[src/rtl/pwm_pkg.sv]
`default_nettype none
// ============================================================================
//  Module      : pwm_pkg
//  Description : Shared types and default parameters for pwm_multi_gen.
//  Revision    : 1.0 - initial release
// ============================================================================
package pwm_pkg;

    // Counter alignment mode held in the active/pending configuration.
    typedef enum logic {
        PWM_EDGE   = 1'b0,
        PWM_CENTER = 1'b1
    } pwm_mode_e;

    // Direction of the shared period counter.
    typedef enum logic {
        CNT_UP   = 1'b0,
        CNT_DOWN = 1'b1
    } cnt_dir_e;

    localparam int c_DEF_NUM_CH     = 4;
    localparam int c_DEF_DATA_WIDTH = 32;
    localparam int c_DEF_DT_WIDTH   = 8;

endpackage
`default_nettype wire

[src/rtl/pwm_deadtime.sv]
`default_nettype none
// ============================================================================
//  Module      : pwm_deadtime
//  Description : Per-channel dead-time insertion. Takes the combinational
//                compare result of one channel and produces registered,
//                mutually exclusive pwm / pwmN outputs whose rising edges
//                are delayed by deadTime cycles. Pulses no longer than the
//                dead time are swallowed. Built only when PWM_DEADTIME_EN
//                is defined.
//  Revision    : 1.0 - initial release
// ============================================================================
`ifdef PWM_DEADTIME_EN
module pwm_deadtime
    import pwm_pkg::*;
#(
    parameter int DT_WIDTH = c_DEF_DT_WIDTH
) (
    input  logic                clk,
    input  logic                rst,
    input  logic                en,
    input  logic                cmp,
    input  logic [DT_WIDTH-1:0] deadTime,
    output logic                pwm,
    output logic                pwmN
);

    localparam logic [DT_WIDTH-1:0] c_ONE = DT_WIDTH'(1);

    logic                r_prev;
    logic [DT_WIDTH-1:0] r_run;
    logic                r_pwm;
    logic                r_pwm_n;
    logic [DT_WIDTH-1:0] w_run_now;
    logic                w_settled;

    // Cycles the compare level has been stable, including this one minus one;
    // a level change restarts the count, and it saturates instead of wrapping.
    always_comb begin
        w_run_now = '0;
        if (cmp == r_prev) begin
            w_run_now = (r_run == '1) ? r_run : r_run + c_ONE;
        end
        w_settled = (w_run_now >= deadTime);
    end

    // Level history and outputs; a side is driven only once its level has settled.
    always_ff @(posedge clk) begin
        if (rst || !en) begin
            r_prev  <= 1'b0;
            r_run   <= '0;
            r_pwm   <= 1'b0;
            r_pwm_n <= 1'b0;
        end else begin
            r_prev  <= cmp;
            r_run   <= w_run_now;
            r_pwm   <= cmp & w_settled;
            r_pwm_n <= ~cmp & w_settled;
        end
    end

    assign pwm  = r_pwm;
    assign pwmN = r_pwm_n;

endmodule
`endif
`default_nettype wire

[src/rtl/pwm_multi_gen.sv]
`default_nettype none
// ============================================================================
//  Module      : pwm_multi_gen
//  Description : Multi-channel PWM generator with one shared period counter,
//                per-channel duty, edge/center alignment and double-buffered
//                configuration that switches only at period boundaries.
//                Optional dead-time / complementary outputs are enabled by
//                defining the macro PWM_DEADTIME_EN.
//  Revision    : 1.0 - initial release
// ============================================================================
module pwm_multi_gen
    import pwm_pkg::*;
#(
    parameter int NUM_CH     = c_DEF_NUM_CH,
    parameter int DATA_WIDTH = c_DEF_DATA_WIDTH,
    parameter int DT_WIDTH   = c_DEF_DT_WIDTH
) (
    input  logic                         clk,
    input  logic                         rst,
    input  logic                         en,
    input  logic                         cfgValid,
    output logic                         cfgReady,
    input  logic [DATA_WIDTH-1:0]        cfgPeriod,
    input  logic [NUM_CH*DATA_WIDTH-1:0] cfgDuty,
    input  logic                         cfgCenter,
`ifdef PWM_DEADTIME_EN
    input  logic [DT_WIDTH-1:0]          cfgDeadTime,
    output logic [NUM_CH-1:0]            pwmN,
`endif
    output logic [NUM_CH-1:0]            pwm,
    output logic                         periodEnd
);

    localparam logic [DATA_WIDTH-1:0] c_ONE = DATA_WIDTH'(1);
    localparam logic [DATA_WIDTH-1:0] c_TWO = DATA_WIDTH'(2);

    // Active configuration drives the counter; pending waits for a boundary.
    logic [DATA_WIDTH-1:0]        r_act_period;
    logic [NUM_CH*DATA_WIDTH-1:0] r_act_duty;
    pwm_mode_e                    r_act_mode;
    logic [DATA_WIDTH-1:0]        r_pend_period;
    logic [NUM_CH*DATA_WIDTH-1:0] r_pend_duty;
    pwm_mode_e                    r_pend_mode;
    logic                         r_pend_full;
`ifdef PWM_DEADTIME_EN
    logic [DT_WIDTH-1:0]          r_act_dt;
    logic [DT_WIDTH-1:0]          r_pend_dt;
`endif

    logic [DATA_WIDTH-1:0]        r_cnt;
    cnt_dir_e                     r_dir;
    logic                         r_period_end;

    logic                         w_xfer;
    logic                         w_run;
    logic                         w_turn;
    logic                         w_top;
    logic                         w_last;
    logic                         w_load;
    logic [NUM_CH-1:0]            w_cmp;

    assign cfgReady = ~r_pend_full;
    assign w_xfer   = cfgValid & ~r_pend_full;
    assign w_run    = en & (r_act_period != '0);
    // Center mode only has a down-count leg when P >= 3; below that it acts as edge mode.
    assign w_turn   = (r_act_mode == PWM_CENTER) && (r_act_period > c_TWO);
    assign w_top    = (r_cnt == r_act_period - c_ONE);
    // An idle counter has no period to finish, so pending may apply right away.
    assign w_load   = r_pend_full & (w_last | ~w_run);

    // Detect the final cycle of the current period.
    always_comb begin
        w_last = 1'b0;
        if (w_run) begin
            if (w_turn) begin
                w_last = (r_dir == CNT_DOWN) && (r_cnt == c_ONE);
            end else begin
                w_last = w_top;
            end
        end
    end

    // Configuration pipeline: input -> pending on handshake, pending -> active at a boundary.
    always_ff @(posedge clk) begin
        if (rst) begin
            r_act_period  <= '0;
            r_act_duty    <= '0;
            r_act_mode    <= PWM_EDGE;
            r_pend_period <= '0;
            r_pend_duty   <= '0;
            r_pend_mode   <= PWM_EDGE;
            r_pend_full   <= 1'b0;
        end else begin
            if (w_xfer) begin
                r_pend_period <= cfgPeriod;
                r_pend_duty   <= cfgDuty;
                r_pend_mode   <= cfgCenter ? PWM_CENTER : PWM_EDGE;
                r_pend_full   <= 1'b1;
            end
            if (w_load) begin
                r_act_period  <= r_pend_period;
                r_act_duty    <= r_pend_duty;
                r_act_mode    <= r_pend_mode;
                r_pend_full   <= 1'b0;
            end
        end
    end

`ifdef PWM_DEADTIME_EN
    // Dead time follows the same pending/active handoff as the rest of the configuration.
    always_ff @(posedge clk) begin
        if (rst) begin
            r_pend_dt <= '0;
            r_act_dt  <= '0;
        end else begin
            if (w_xfer) begin
                r_pend_dt <= cfgDeadTime;
            end
            if (w_load) begin
                r_act_dt  <= r_pend_dt;
            end
        end
    end
`endif

    // Shared period counter: wraps at the boundary, turns around at the top in center mode.
    always_ff @(posedge clk) begin
        if (rst) begin
            r_cnt <= '0;
            r_dir <= CNT_UP;
        end else if (!w_run || w_last) begin
            r_cnt <= '0;
            r_dir <= CNT_UP;
        end else if (r_dir == CNT_DOWN) begin
            r_cnt <= r_cnt - c_ONE;
        end else if (w_top) begin
            r_cnt <= r_act_period - c_TWO;
            r_dir <= CNT_DOWN;
        end else begin
            r_cnt <= r_cnt + c_ONE;
        end
    end

    // Boundary pulse, registered so it lines up with the outputs of the same counter value.
    always_ff @(posedge clk) begin
        if (rst) begin
            r_period_end <= 1'b0;
        end else begin
            r_period_end <= w_last;
        end
    end

    assign periodEnd = r_period_end;

    // Per-channel unsigned compare against the active duty value.
    generate
        for (genvar gi = 0; gi < NUM_CH; gi++) begin : g_cmp
            assign w_cmp[gi] = w_run && (r_cnt < r_act_duty[gi*DATA_WIDTH +: DATA_WIDTH]);
        end
    endgenerate

`ifdef PWM_DEADTIME_EN
    generate
        for (genvar gi = 0; gi < NUM_CH; gi++) begin : g_dt
            pwm_deadtime #(
                .DT_WIDTH (DT_WIDTH)
            ) u_deadtime (
                .clk      (clk),
                .rst      (rst),
                .en       (w_run),
                .cmp      (w_cmp[gi]),
                .deadTime (r_act_dt),
                .pwm      (pwm[gi]),
                .pwmN     (pwmN[gi])
            );
        end
    endgenerate
`else
    localparam int c_unused_dt_width = DT_WIDTH;

    logic [NUM_CH-1:0] r_pwm;

    // Output register directly behind the compare.
    always_ff @(posedge clk) begin
        if (rst) begin
            r_pwm <= '0;
        end else begin
            r_pwm <= w_cmp;
        end
    end

    assign pwm = r_pwm;
`endif

endmodule
`default_nettype wire

[config.mk]
export PLATFORM = sky130hd
export DESIGN_NAME = pwm_multi_gen
export DESIGN_NICKNAME = d
export VERILOG_FILES = /design/src/rtl/pwm_pkg.sv /design/src/rtl/pwm_deadtime.sv /design/src/rtl/pwm_multi_gen.sv
export SDC_FILE = /design/constraint.sdc
export NUM_CORES = 1
export LEC_CHECK = 0
export CAP_MARGIN = 20
export CORE_ASPECT_RATIO = 0.9
export CORE_UTILIZATION = 40
export CTS_CLUSTER_DIAMETER = 120
export DETAILED_ROUTE_END_ITERATION = 8
export DONT_BUFFER_PORTS = 1
export PLACE_DENSITY_LB_ADDON = 0.12
export SLEW_MARGIN = 10
export SYNTH_ARGS = -nofsm -noshare
export SYNTH_HDL_FRONTEND = slang
export SYNTH_HIERARCHICAL = 1
export SYNTH_SLANG_ARGS = --single-unit
[constraint.sdc]
create_clock -name clk -period 4.9 [get_ports clk]
set_clock_uncertainty 0.05 [all_clocks]
set_input_delay 0.49 -clock clk [delete_from_list [all_inputs] [get_ports clk]]
set_output_delay 0.49 -clock clk [all_outputs]
set_load 0.01 [all_outputs]
# --- Word-level counts from Yosys, hierarchy flattened ---
# Index checks and enable logic that the tools add are counted.
classes:
  addsub: 4
  n_lt_le_gt_ge: 5
  eq_ne: 2
  muxes: 7
  n_bitwise: 6
  reduce_logical: 11
ops:
  columns: ["operator", "count"]
  rows:
  - ["32-bit less-than comparator", 4]
  - ["32-bit 2-to-1 mux", 2]
  - ["32-bit by 1-bit subtractor with 32-bit output, second input constant", 2]
  - ["32-bit by 1-bit adder with 32-bit output, second input constant", 1]
  - ["32-bit by 1-bit equality test with 1-bit output, second input constant", 1]
  - ["32-bit equality test", 1]
  - ["32-bit by 2-bit greater-than comparator with 1-bit output, second input constant", 1]
  - ["32-bit nonzero test", 1]
  - ["32-bit by 2-bit subtractor with 32-bit output, second input constant", 1]
  - ["1-bit logical AND", 6]
  - ["1-bit 2-to-1 mux", 5]
  - ["2-bit OR reduction", 2]
  - ["1-bit bitwise AND", 3]
  - ["1-bit inverter", 2]
  - ["1-bit logical NOT", 1]
  - ["1-bit logical OR", 1]
  - ["1-bit OR", 1]
totals:
  ff_bits: 361
  inputBits: 165
  word_cells: 46

# --- Logic depth before layout (Yosys ltp) ---
# Gate-level depths: netlist of run 1.
depth:
  depth_word: 7
  depth_mapped: 15
  depth_no_buf: 11

# --- Worst setup path after synthesis of run 1 ---
# No wires, ideal clock.
synth_timing:
  path_type: "register -> register"
  start: "register r_act_period[1]"
  end: "register r_cnt[17]"
  setup_ps: 137
  arrival_time_ps: 3708
  slack_ps: 1004
  path_stages_with_launch: 14
  period_less_slack_ps: 3896
  cell_sequence: "dfxtp_1 > inv_1 > ha_1 > or4b_1 > or3_1 > or4_1 > a22oi_1 > and3_1 > buf_1 > or4b_4 > buf_6 > clkbuf_1 > a211oi_1 > a211oi_1"
synth_via:
  elab_chain_cells: 6
synth_rtl:
  columns: ["item", "line", "rtl"]
  rows:
  - ["from (decl)", "pwm_multi_gen.sv:38", "logic [DATA_WIDTH-1:0] r_act_period;"]
  - ["from (signal assigned)", "pwm_multi_gen.sv:101", "r_act_period <= r_pend_period;"]
  - ["32-bit by 1-bit subtractor with 32-bit output / 32-bit by 2-bit greater-than comparator with 1-bit output (equally long branches)", "pwm_multi_gen.sv:67, pwm_multi_gen.sv:66", null]
  - ["32-bit equality test / 1-bit logical AND (equally long branches)", "pwm_multi_gen.sv:67, pwm_multi_gen.sv:66", null]
  - ["1-bit 2-to-1 mux", "pwm_multi_gen.sv:75", "if (w_turn) begin"]
  - ["1-bit 2-to-1 mux", "pwm_multi_gen.sv:74", "if (w_run) begin"]
  - ["1-bit logical OR", "pwm_multi_gen.sv:131", "end else if (!w_run || w_last) begin"]
  - ["2-bit OR reduction (no source line)", null, null]
  - ["to (signal assigned)", "pwm_multi_gen.sv:135", "r_cnt <= r_cnt - c_ONE;"]
  - ["to (signal assigned)", "pwm_multi_gen.sv:137", "r_cnt <= r_act_period - c_TWO;"]
  - ["to (signal assigned)", "pwm_multi_gen.sv:140", "r_cnt <= r_cnt + c_ONE;"]
  - ["to (decl)", "pwm_multi_gen.sv:50", "logic [DATA_WIDTH-1:0] r_cnt;"]
# Several ways; a longest one is shown, not always the timed one.
# A chain may end at the register's enable or synchronous reset.

# --- Worst setup path after layout of run 1 ---
layout_timing:
  start: "register r_act_period[1]"
  end: "register r_cnt[5]"
# The elaborated chain is that of the path after synthesis.

==> out/metrics.cfg, run 1 <==
[status]
status=completed

[place]
placed_area_mm2=0.0195
dp_slack_ns=0.155
dp_hpwl_mm=39.6
portBuffers=0
gp_congestion=0.921

[timing]
worst_slew_pin_slew_ns=1.01
grt_setup_unrepaired=no
report.final.slew_viol_count=0
setup-violations-final=0
fmax_mhz=211
whs_ns=0.0190
period_needed_ns=4.75
slew_headroom_pct=32.5
fin_tns_setup_ns=0
fin_ws_ns=0.153
hold_violations=0
finalCritPeriodShare_pct=96.9

[drt]
dr.pass1.iters=8
via_count=15800
drc=0
avgViaCountPerCell=5.30
antenna_left=0
drt-total-wl_mm=57.9
drt_iter0_drc=1018
wire_per_inst_um=19.4

[cts]
clk_pin_slew_worst_paths_ns=0.06
cts_max_path_buffers=3
cts.sinks=361
numCtsBuffers=40
cts_max_level=2
cts-root-buf=clkbuf_16
post_cts.repair.setup_buffers=0
cts_tree=yes
worstSkewPairLatency_ns=0.57

[floorplanning]
dieArea_mm2=0.0480
die_x_um=231
initial_core_util_pct=40.5
num_rows=75
io_pins=171
core-area_mm2=0.0465
die_y_um=208

[yosys]
synth_cells=2304
ys_warn_count=6
synth_seq_area_share_pct=38.3
synth_edf_count=0
ys_types=70
synthFlopType=dfxtp_1
synth_seq_cells=361
async_flop_share_pct=0
mappedNetlistArea_mm2=0.0189
syn_nets=2600
synth_area_per_cell_um2=8.19

[global_routing]
antenna_found_initial=0
grt_usage_pct=23.7
grt_pass1_wl_mm=87.9
grt_pass1_vias=15000
grt_start_max_net_pins=195
grt-ovfl-total=0

[setup_path]
critPathMaxFanout=18
setup.worst_path.class=reg -> reg
cp-start-kind=flip-flop
worstSetupEndpointType=flip-flop
cp.arrival_ns=5.18
reg2regPathDepth=11
required_ns=5.33

[finish]
n_antenna_cell=0
syn_to_final_growth_pct=15.6
layout_common_cells=nand2_1 (378), dfxtp_1 (360), nor2_1 (240), a21oi_1 (206), mux2i_1 (166)
final_layout_size_suffix_gt1_share_pct=6.38
layout_commonest_cell=nand2_1
design_area_mm2=0.0218
nNetsFinal=2631

[pwr]
p_total_mw=7.61
ir_drop_mv=0.218
leakagePower_nw=9.96
power.density_mw_per_mm2=349

[flow_run]
drv_cap=0

[min_path]
hold_path_depth=2
hp-class=in -> reg

through the flow:
step / utilization (%) / instances
floorplan: - / 2304
detailed placement: 41.9 / 2816
finish: 46.9 / 2981
global placement: 41.9 / 2815
CTS: 46.8 / 2980
global route: 46.9 / 2981
state kept, by name, indices dropped and copies added (netlist names):
name / count
r_cnt: 32
r_dir: 1
r_pend_duty: 128
r_pend_full: 1
pwm: 4
r_act_mode: 1
periodEnd: 1
r_pend_period: 32
r_pend_mode: 1
r_act_period: 32
r_act_duty: 128
worst paths after layout:
kind	startpoint	endpoint	slack, ns
worst max-delay path	r_act_period[1]$_SDFFE_PP0P_	r_cnt[5]$_SDFF_PP0_	0.15
worst min-delay path	cfgDuty[27]	r_pend_duty[27]$_SDFFE_PP0P_	0.02
worst max register to register	r_act_period[1]$_SDFFE_PP0P_	r_cnt[5]$_SDFF_PP0_	0.15
worst min register to register	r_pend_duty[1]$_SDFFE_PP0P_	r_pend_duty[1]$_SDFFE_PP0P_	0.40
repair_timing:
| action | in CTS | in global routing |
|---|---|---|
| endpoints found under the setup margin | 0 | 14 |
| hold endpoints to repair | 221 | 0 |
| resized for setup | 0 | 1 |
| hold buffers | 92 | 0 |
report_power, final:
| part | leakage, nW | internal (mW) | switching [mW] | total [mW] |
|---|---|---|---|---|
| logic | 6.38 | 0.550 | 0.813 | 1.36 |
| clock network | 0.647 | 1.79 | 1.27 | 3.06 |
| registers | 2.94 | 3.08 | 0.106 | 3.18 |
cell usage after synthesis, drive strengths merged (5+ instances only):
cell	number	area share [%]
and2	5	0.17
o31ai	8	0.32
a211oi	46	1.9
a21o	64	2.5
o21ai	24	0.64
and4	5	0.23
o211ai	7	0.28
xnor2	51	2.4
clkbuf	122	2.4
nand3	27	0.72
or4	19	0.80
nand4	47	1.6
a21oi	206	5.5
and3	12	0.40
nand3b	7	0.28
inv	138	2.7
buf	40	1.1
mux2i	166	8.8
nor4	27	0.93
nor2	241	4.8
nand2	379	7.5
xor2	55	2.6
nor3	37	0.98
dfxtp	361	38
a31oi	9	0.30
nand2b	6	0.20
ha	131	8.7
nor2b	9	0.30
cell type report:
cell class / count / area (um^2)
Multi-Input combinational cell: 1644 / 10500
Inverter: 138 / 518
Fill cell: 4601 / 24700
Timing Repair Buffer: 150 / 1470
Clock buffer: 60 / 1230
Sequential cell: 361 / 7230
Clock inverter: 12 / 113
Tap cell: 616 / 771
logic make-up (layout without fill, tap and decap cells):
group	count (synthesis)	count (layout)	share of synthesized area, %
adders and majority gates	131	131	8.69
DFF	361	361	38.3
and+or+nand+nor	842	843	19.8
xor gates and xnor gates	106	106	4.92
AOI/OAI and AO/OA	398	398	13.1
muxes	166	166	8.81
buffers and inverters	300	360	6.32
layer usage:
metal,GRT usage (%),wire (um),vias up
met2,37.4,26100,344
li1,-,-,7910
met4,7.19,1310,0
met5,0,0,-
met3,2.86,2570,68
met1,33.6,27800,7478
worst max-delay path, cell delays in order (launching register included):
cell and delay [ns]:
dfxtp_1 0.45, inv_1 0.19, ha_1 0.25, or4b_1 0.59, or3_1 0.50, or4_1 0.52
a22oi_1 0.28, and3_2 0.35, or4b_2 0.91, a31oi_1 0.27, a21oi_1 0.07, a211oi_2 0.21
Note: power is estimated with default switching activity, not from simulation.
==> run 2: changes to the inputs <==
--- a/config.mk
+++ b/config.mk
@@ -5,6 +5,7 @@
 export SDC_FILE = /design/constraint.sdc
 export NUM_CORES = 1
 export LEC_CHECK = 0
+export ABC_CLOCK_PERIOD_IN_PS = 4900
 export CAP_MARGIN = 20
 export CORE_ASPECT_RATIO = 0.9
 export CORE_UTILIZATION = 40
@@ -12,6 +13,7 @@
 export DETAILED_ROUTE_END_ITERATION = 8
 export DONT_BUFFER_PORTS = 1
 export PLACE_DENSITY_LB_ADDON = 0.12
+export SKIP_CTS_REPAIR_TIMING = 1
 export SLEW_MARGIN = 10
 export SYNTH_ARGS = -nofsm -noshare
 export SYNTH_HDL_FRONTEND = slang
==> out/metrics.cfg, run 2 (synthesized netlist as in run 1, its figures left out) <==
[status]
status=completed

[global_routing]
met1_usage_pct=33.0  ; -0.61 points
grt-ovfl-total=0  ; unchanged
grt_start_max_net_pins=326  ; +67%
grt_pass1_vias=14600  ; -2.2%
grtUsageMet3_pct=2.88  ; +0.014 points
antenna_found_initial=0  ; unchanged
grt_usage_pct=23.1  ; -0.58 points
use_met2_pct=36.2  ; -1.2 points
grt_most_used_layer=met2
grt_pass1_wl_mm=86.0  ; -2.1%

[flow_run]
drv_cap=0  ; unchanged

[timing]
report.final.slew_viol_count=0  ; unchanged
fin_ws_ns=0.176  ; +0.0227 ns
whs_ns=0.00214  ; -0.0169 ns
fin_tns_setup_ns=0  ; unchanged
slew_headroom_pct=31.5  ; -1.1 points
setup-violations-final=0  ; unchanged
hold_violations=0  ; unchanged
finalCritPeriodShare_pct=96.4  ; -0.46 points
grt_setup_unrepaired=no
worst_slew_pin_slew_ns=1.03  ; +0.0159 ns
fmax_mhz=212  ; +0.48%
period_needed_ns=4.72  ; -0.0227 ns

[floorplanning]
die_x_um=231  ; unchanged
num_rows=75  ; unchanged
io_pins=171  ; unchanged
core-area_mm2=0.0465  ; unchanged
dieArea_mm2=0.0480  ; unchanged
initial_core_util_pct=40.5  ; unchanged
die_y_um=208  ; unchanged

[finish]
reg.largest.list=r_act_duty (128), r_pend_duty (128)
nNetsFinal=2548  ; -3.2%
n_fill_cell=4677  ; +1.7%
final_layout_size_suffix_gt1_share_pct=6.53  ; +0.14 points
layout_common_cells=nand2_1 (378), dfxtp_1 (360), nor2_1 (240), a21oi_1 (206), mux2i_1 (166)
n_antenna_cell=0  ; unchanged
layout_commonest_cell=nand2_1
syn_to_final_growth_pct=11.1

[drt]
wire_per_inst_um=19.5  ; +0.45%
drt_iter0_drc=1088  ; +6.9%
avgViaCountPerCell=5.34  ; +0.78%
dr.pass1.iters=8  ; unchanged
drc=0  ; unchanged
antenna_left=0  ; unchanged
drt-total-wl_mm=56.5  ; -2.3%
via_count=15500  ; -2.0%

[pwr]
clockPowerShare_pct=40.7  ; +0.5 points
p_seq_share_pct=42.3  ; +0.4 points
power.density_mw_per_mm2=359  ; +2.9%
p_total_mw=7.52  ; -1.1%
p_sw_share_pct=28.6  ; -0.18 points
switching_power_mw=2.15  ; -1.7%
ir_drop_mv=0.214  ; -1.7%
p_comb_share_pct=17.0  ; -0.9 points
intPower_mw=5.37  ; -0.86%
leakagePower_nw=9.60  ; -3.6%

[setup_path]
required_ns=5.33  ; about the same
critPathMaxFanout=18  ; unchanged
critPathMaxStageDelay_ns=0.91  ; about the same
slowest_stage=or4b_2
reg2regPathDepth=11  ; unchanged
crit_chain=inv_1, ha_1, or4b_1, or3_1, or4_1, a22oi_1, and3_2, or4b_2, a31oi_1, a21oi_1, a211oi_2
setup.worst_path.class=reg -> reg
worstSetupEndpointType=flip-flop
critPathTopFamily=simple AND/OR/NAND/NOR gates
cp.depth=11  ; unchanged
cp-start-kind=flip-flop
cp_num_buf_inv=1  ; unchanged
cp.arrival_ns=5.16  ; -0.02 ns

[cts]
worstSkewPairLatency_ns=0.57  ; about the same
cts.sinks=361  ; unchanged
cts-root-buf=clkbuf_16
cts_max_level=2  ; unchanged
cts_tree=yes
cts_max_path_buffers=3  ; unchanged
numCtsBuffers=40  ; unchanged
clk_pin_slew_worst_paths_ns=0.06  ; about the same

[place]
dp_slack_ns=0.155  ; unchanged
gp_congestion=0.921  ; unchanged
dp_hpwl_mm=39.6  ; unchanged
portBuffers=0  ; unchanged

[min_path]
hp-class=in -> reg
hold_path_depth=2  ; unchanged

-- run 2: worst paths after layout --
| kind | endpoint | from | slack (ns) |
|---|---|---|---|
| min | r_pend_period[6]$_SDFFE_PP0P_ | cfgPeriod[6] | 0.002 |
| max | r_cnt[5]$_SDFF_PP0_ | r_act_period[1]$_SDFFE_PP0P_ | 0.18 |
| max reg2reg | r_cnt[5]$_SDFF_PP0_ | r_act_period[1]$_SDFFE_PP0P_ | 0.18 |
| min reg2reg | r_pend_duty[1]$_SDFFE_PP0P_ | r_pend_duty[1]$_SDFFE_PP0P_ | 0.40 |
-- run 2: cell type report --
cell class / count / area, um^2 / share of cell area (%)
repair buffers: 67 / 608 / 2.90
inverters: 138 / 518 / 2.47
clock inverters: 12 / 113 / 0.537
flip-flops and latches: 361 / 7230 / 34.5
well taps: 616 / 771 / 3.68
multi-input cells: 1644 / 10500 / 50.1
clock buffers: 60 / 1230 / 5.86
-- run 2: stage by stage --
stage	std cells	area (um^2)	util, %
after global placement	2815	19500	41.9
after floorplan	2304	18900	-
final	2898	21000	45.0
after detailed placement	2816	19500	41.9
after CTS	2888	20900	44.8
after global routing	2898	21000	45.0
-- run 2: power by group through the flow --
stage | clock network (mW) | registers [mW] | logic [mW]
floorplan | 0 | 3.20 | 0.961
global placement | 0 | 3.25 | 1.26
detailed placement | 0 | 3.25 | 1.27
CTS | 3.15 | 3.19 | 1.27
global route | 3.25 | 3.20 | 1.40
finish | 3.06 | 3.18 | 1.28
-- run 2: metal layers --
metal / routed length (um) / part of all wire, % / vias up
li1: - / - / 7737
met1: 27100 / 48 / 7303
met2: 25300 / 45 / 368
met3: 2760 / 4.9 / 72
met4: 1310 / 2.3 / 0
met5: 0 / 0 / -
==> run 3: changes to the inputs <==
--- a/config.mk
+++ b/config.mk
@@ -5,7 +5,7 @@
 export SDC_FILE = /design/constraint.sdc
 export NUM_CORES = 1
 export LEC_CHECK = 0
-export ABC_CLOCK_PERIOD_IN_PS = 4900
+export ABC_CLOCK_PERIOD_IN_PS = 4700
 export CAP_MARGIN = 20
 export CORE_ASPECT_RATIO = 0.9
 export CORE_UTILIZATION = 40
==> constraint.sdc (replaced) <==
create_clock -name clk -period 4.7 [get_ports clk]
set_clock_uncertainty 0.05 [all_clocks]
set_input_delay 0.47 -clock clk [delete_from_list [all_inputs] [get_ports clk]]
set_output_delay 0.47 -clock clk [all_outputs]
set_load 0.01 [all_outputs]
==> out/metrics.cfg, run 3 (synthesized netlist as in run 1, its figures left out) <==
[cts]
clk_pin_slew_worst_paths_ns=0.06  ; about the same
cts.sinks=361  ; unchanged
cts_max_level=2  ; unchanged
worstSkewPairLatency_ns=0.58  ; about the same
numCtsBuffers=41  ; +2.5%
cts_tree=yes
cts-root-buf=clkbuf_16
cts_max_path_buffers=3  ; unchanged

[min_path]
holdPathEnd=r_pend_period[12]$_SDFFE_PP0P_
hp-class=in -> reg
worstHoldStart=cfgPeriod[12]
hold_path_depth=2  ; unchanged

[finish]
final_layout_size_suffix_gt1_share_pct=6.19  ; -0.34 points
syn_to_final_growth_pct=14.4
layout_commonest_cell=nand2_1
reg.largest.list=r_act_duty (128), r_pend_duty (128)
layout_common_cells=nand2_1 (378), dfxtp_1 (360), nor2_1 (240), a21oi_1 (206), mux2i_1 (166)
n_antenna_cell=0  ; unchanged
nNetsFinal=2611  ; +2.5%

[status]
status=finished with violations
violations=hold timing

[timing]
whs_ns=-0.0152  ; -0.0174 ns
grt_setup_unrepaired=no
finalCritPeriodShare_pct=93.5  ; -3.0 points
setup-violations-final=0  ; unchanged
fin_tns_setup_ns=0  ; unchanged
period_needed_ns=4.39  ; -0.331 ns
worst_slew_pin_slew_ns=1.09  ; +0.0602 ns
fmax_mhz=228  ; +7.5%
hold_violations=14  ; +14
slew_headroom_pct=27.5  ; -4.0 points
report.final.slew_viol_count=0  ; unchanged

[drt]
wire_per_inst_um=19.4  ; -0.43%
avgViaCountPerCell=5.35  ; +0.12%
dr.pass1.iters=7  ; -1
drt-total-wl_mm=57.4  ; +1.6%
antenna_left=0  ; unchanged
via_count=15800  ; +2.2%
drt_iter0_drc=1200  ; +10%
drc=0  ; unchanged

[pwr]
ir_drop_mv=0.197  ; -7.9%
power.density_mw_per_mm2=369  ; +2.7%
leakagePower_nw=9.88  ; +2.9%
p_total_mw=7.96  ; +5.8%

[setup_path]
crit_chain=inv_1, ha_1, or4b_1, or3_1, or4_1, a22oi_1, and3_1, or4b_2, nor2_1, a211oi_1, a211oi_1
reg2regPathDepth=11  ; unchanged
cp_common_cell=a211oi_1
critPathMaxStageDelay_ns=0.89  ; -0.02 ns
cp-start-kind=flip-flop
cp.arrival_ns=4.80  ; -0.36 ns
regToRegEndpoint=r_cnt[17]$_SDFF_PP0_
slowest_stage=or4b_2
cp-startpoint=r_act_period[1]$_SDFFE_PP0P_
setup.worst_path.class=reg -> reg
critPathMaxFanout=16  ; -2
worstSetupEndpointType=flip-flop
required_ns=5.11  ; -0.22 ns
r2r-start=r_act_period[1]$_SDFFE_PP0P_
r2r_slack_ns=0.31  ; +0.13 ns

[flow_run]
drv_cap=0  ; unchanged

[floorplanning]
die_y_um=208  ; unchanged
die_x_um=231  ; unchanged
dieArea_mm2=0.0480  ; unchanged
core-area_mm2=0.0465  ; unchanged
initial_core_util_pct=40.5  ; unchanged
io_pins=171  ; unchanged
num_rows=75  ; unchanged

[global_routing]
grt_usage_pct=23.2  ; +0.050 points
grt_pass1_vias=14800  ; +1.1%
grt-ovfl-total=0  ; unchanged
grt_pass1_wl_mm=86.0  ; about the same
antenna_found_initial=0  ; unchanged
grt_start_max_net_pins=326  ; unchanged

[place]
gp_congestion=0.896  ; -2.8%
portBuffers=0  ; unchanged
dp_hpwl_mm=38.9  ; -1.6%

## run 3: cell types whose count changed in the layout (fill, tap and decap cells not counted), sizes merged
cell         delta
dlygate4sd3    +63
bufinv          +3
clkinv          +4
clkbuf          -7
buf             -1
clkinvlp        -3
## run 3: worst max path at each step
stage                     cells after the start                   end  slack, ns
after floorplan                              13  r_cnt[17]$_SDFF_PP0_       0.80
after global placement                       12  r_cnt[18]$_SDFF_PP0_       0.45
after detailed placement                     12  r_cnt[18]$_SDFF_PP0_       0.30
after CTS                                    12  r_cnt[18]$_SDFF_PP0_       0.28
after global routing                         12  r_cnt[24]$_SDFF_PP0_       0.08
final                                        11  r_cnt[17]$_SDFF_PP0_       0.31
## run 3: layout make-up
class	count	area, um^2
fillers	4602	25000
repair buffers	129	1240
clock buffers	53	1140
clock inverters	16	200
flip-flops and latches	361	7230
inverters	138	518
well taps	616	771
multi-input cells	1644	10500
## run 3: through the flow
stage          cells  worst slack, ns  utilization (%)  instance area (um^2)  hold slack, ns
2_1_floorplan   2304            0.804                -                 18900           0.386
3_3_place_gp    2814            0.454             41.9                 19500           0.392
3_5_place_dp    2814            0.301             41.9                 19500           0.393
4_1_cts         2883            0.278             44.8                 20800         -0.0908
5_1_grt         2957           0.0838             46.4                 21600        -0.00546
6_report        2957            0.308             46.4                 21600         -0.0152
## run 3: layer usage
layer	share of wire, %	vias to the layer above	GRT usage (%)
met5	0	-	0
met4	2.5	0	6.49
met3	5.8	87	4.08
met2	45	396	36.9
met1	47	7479	32.0
li1	-	7852	-
## run 3: worst max-delay path, delay by kind of cell, from the launching register on
family / cells / cell delay (ns)
compound gates: 3 / 0.53
fa+ha+maj: 1 / 0.24
buf+inv: 1 / 0.16
flops: 1 / 0.40
simple gates: 6 / 2.88
## run 3: where the power goes
group / internal, mW / switching [mW] / leakage, nW
Combinational: 0.561 / 0.835 / 6.28
Sequential: 3.21 / 0.110 / 2.94
Clock: 1.93 / 1.32 / 0.660
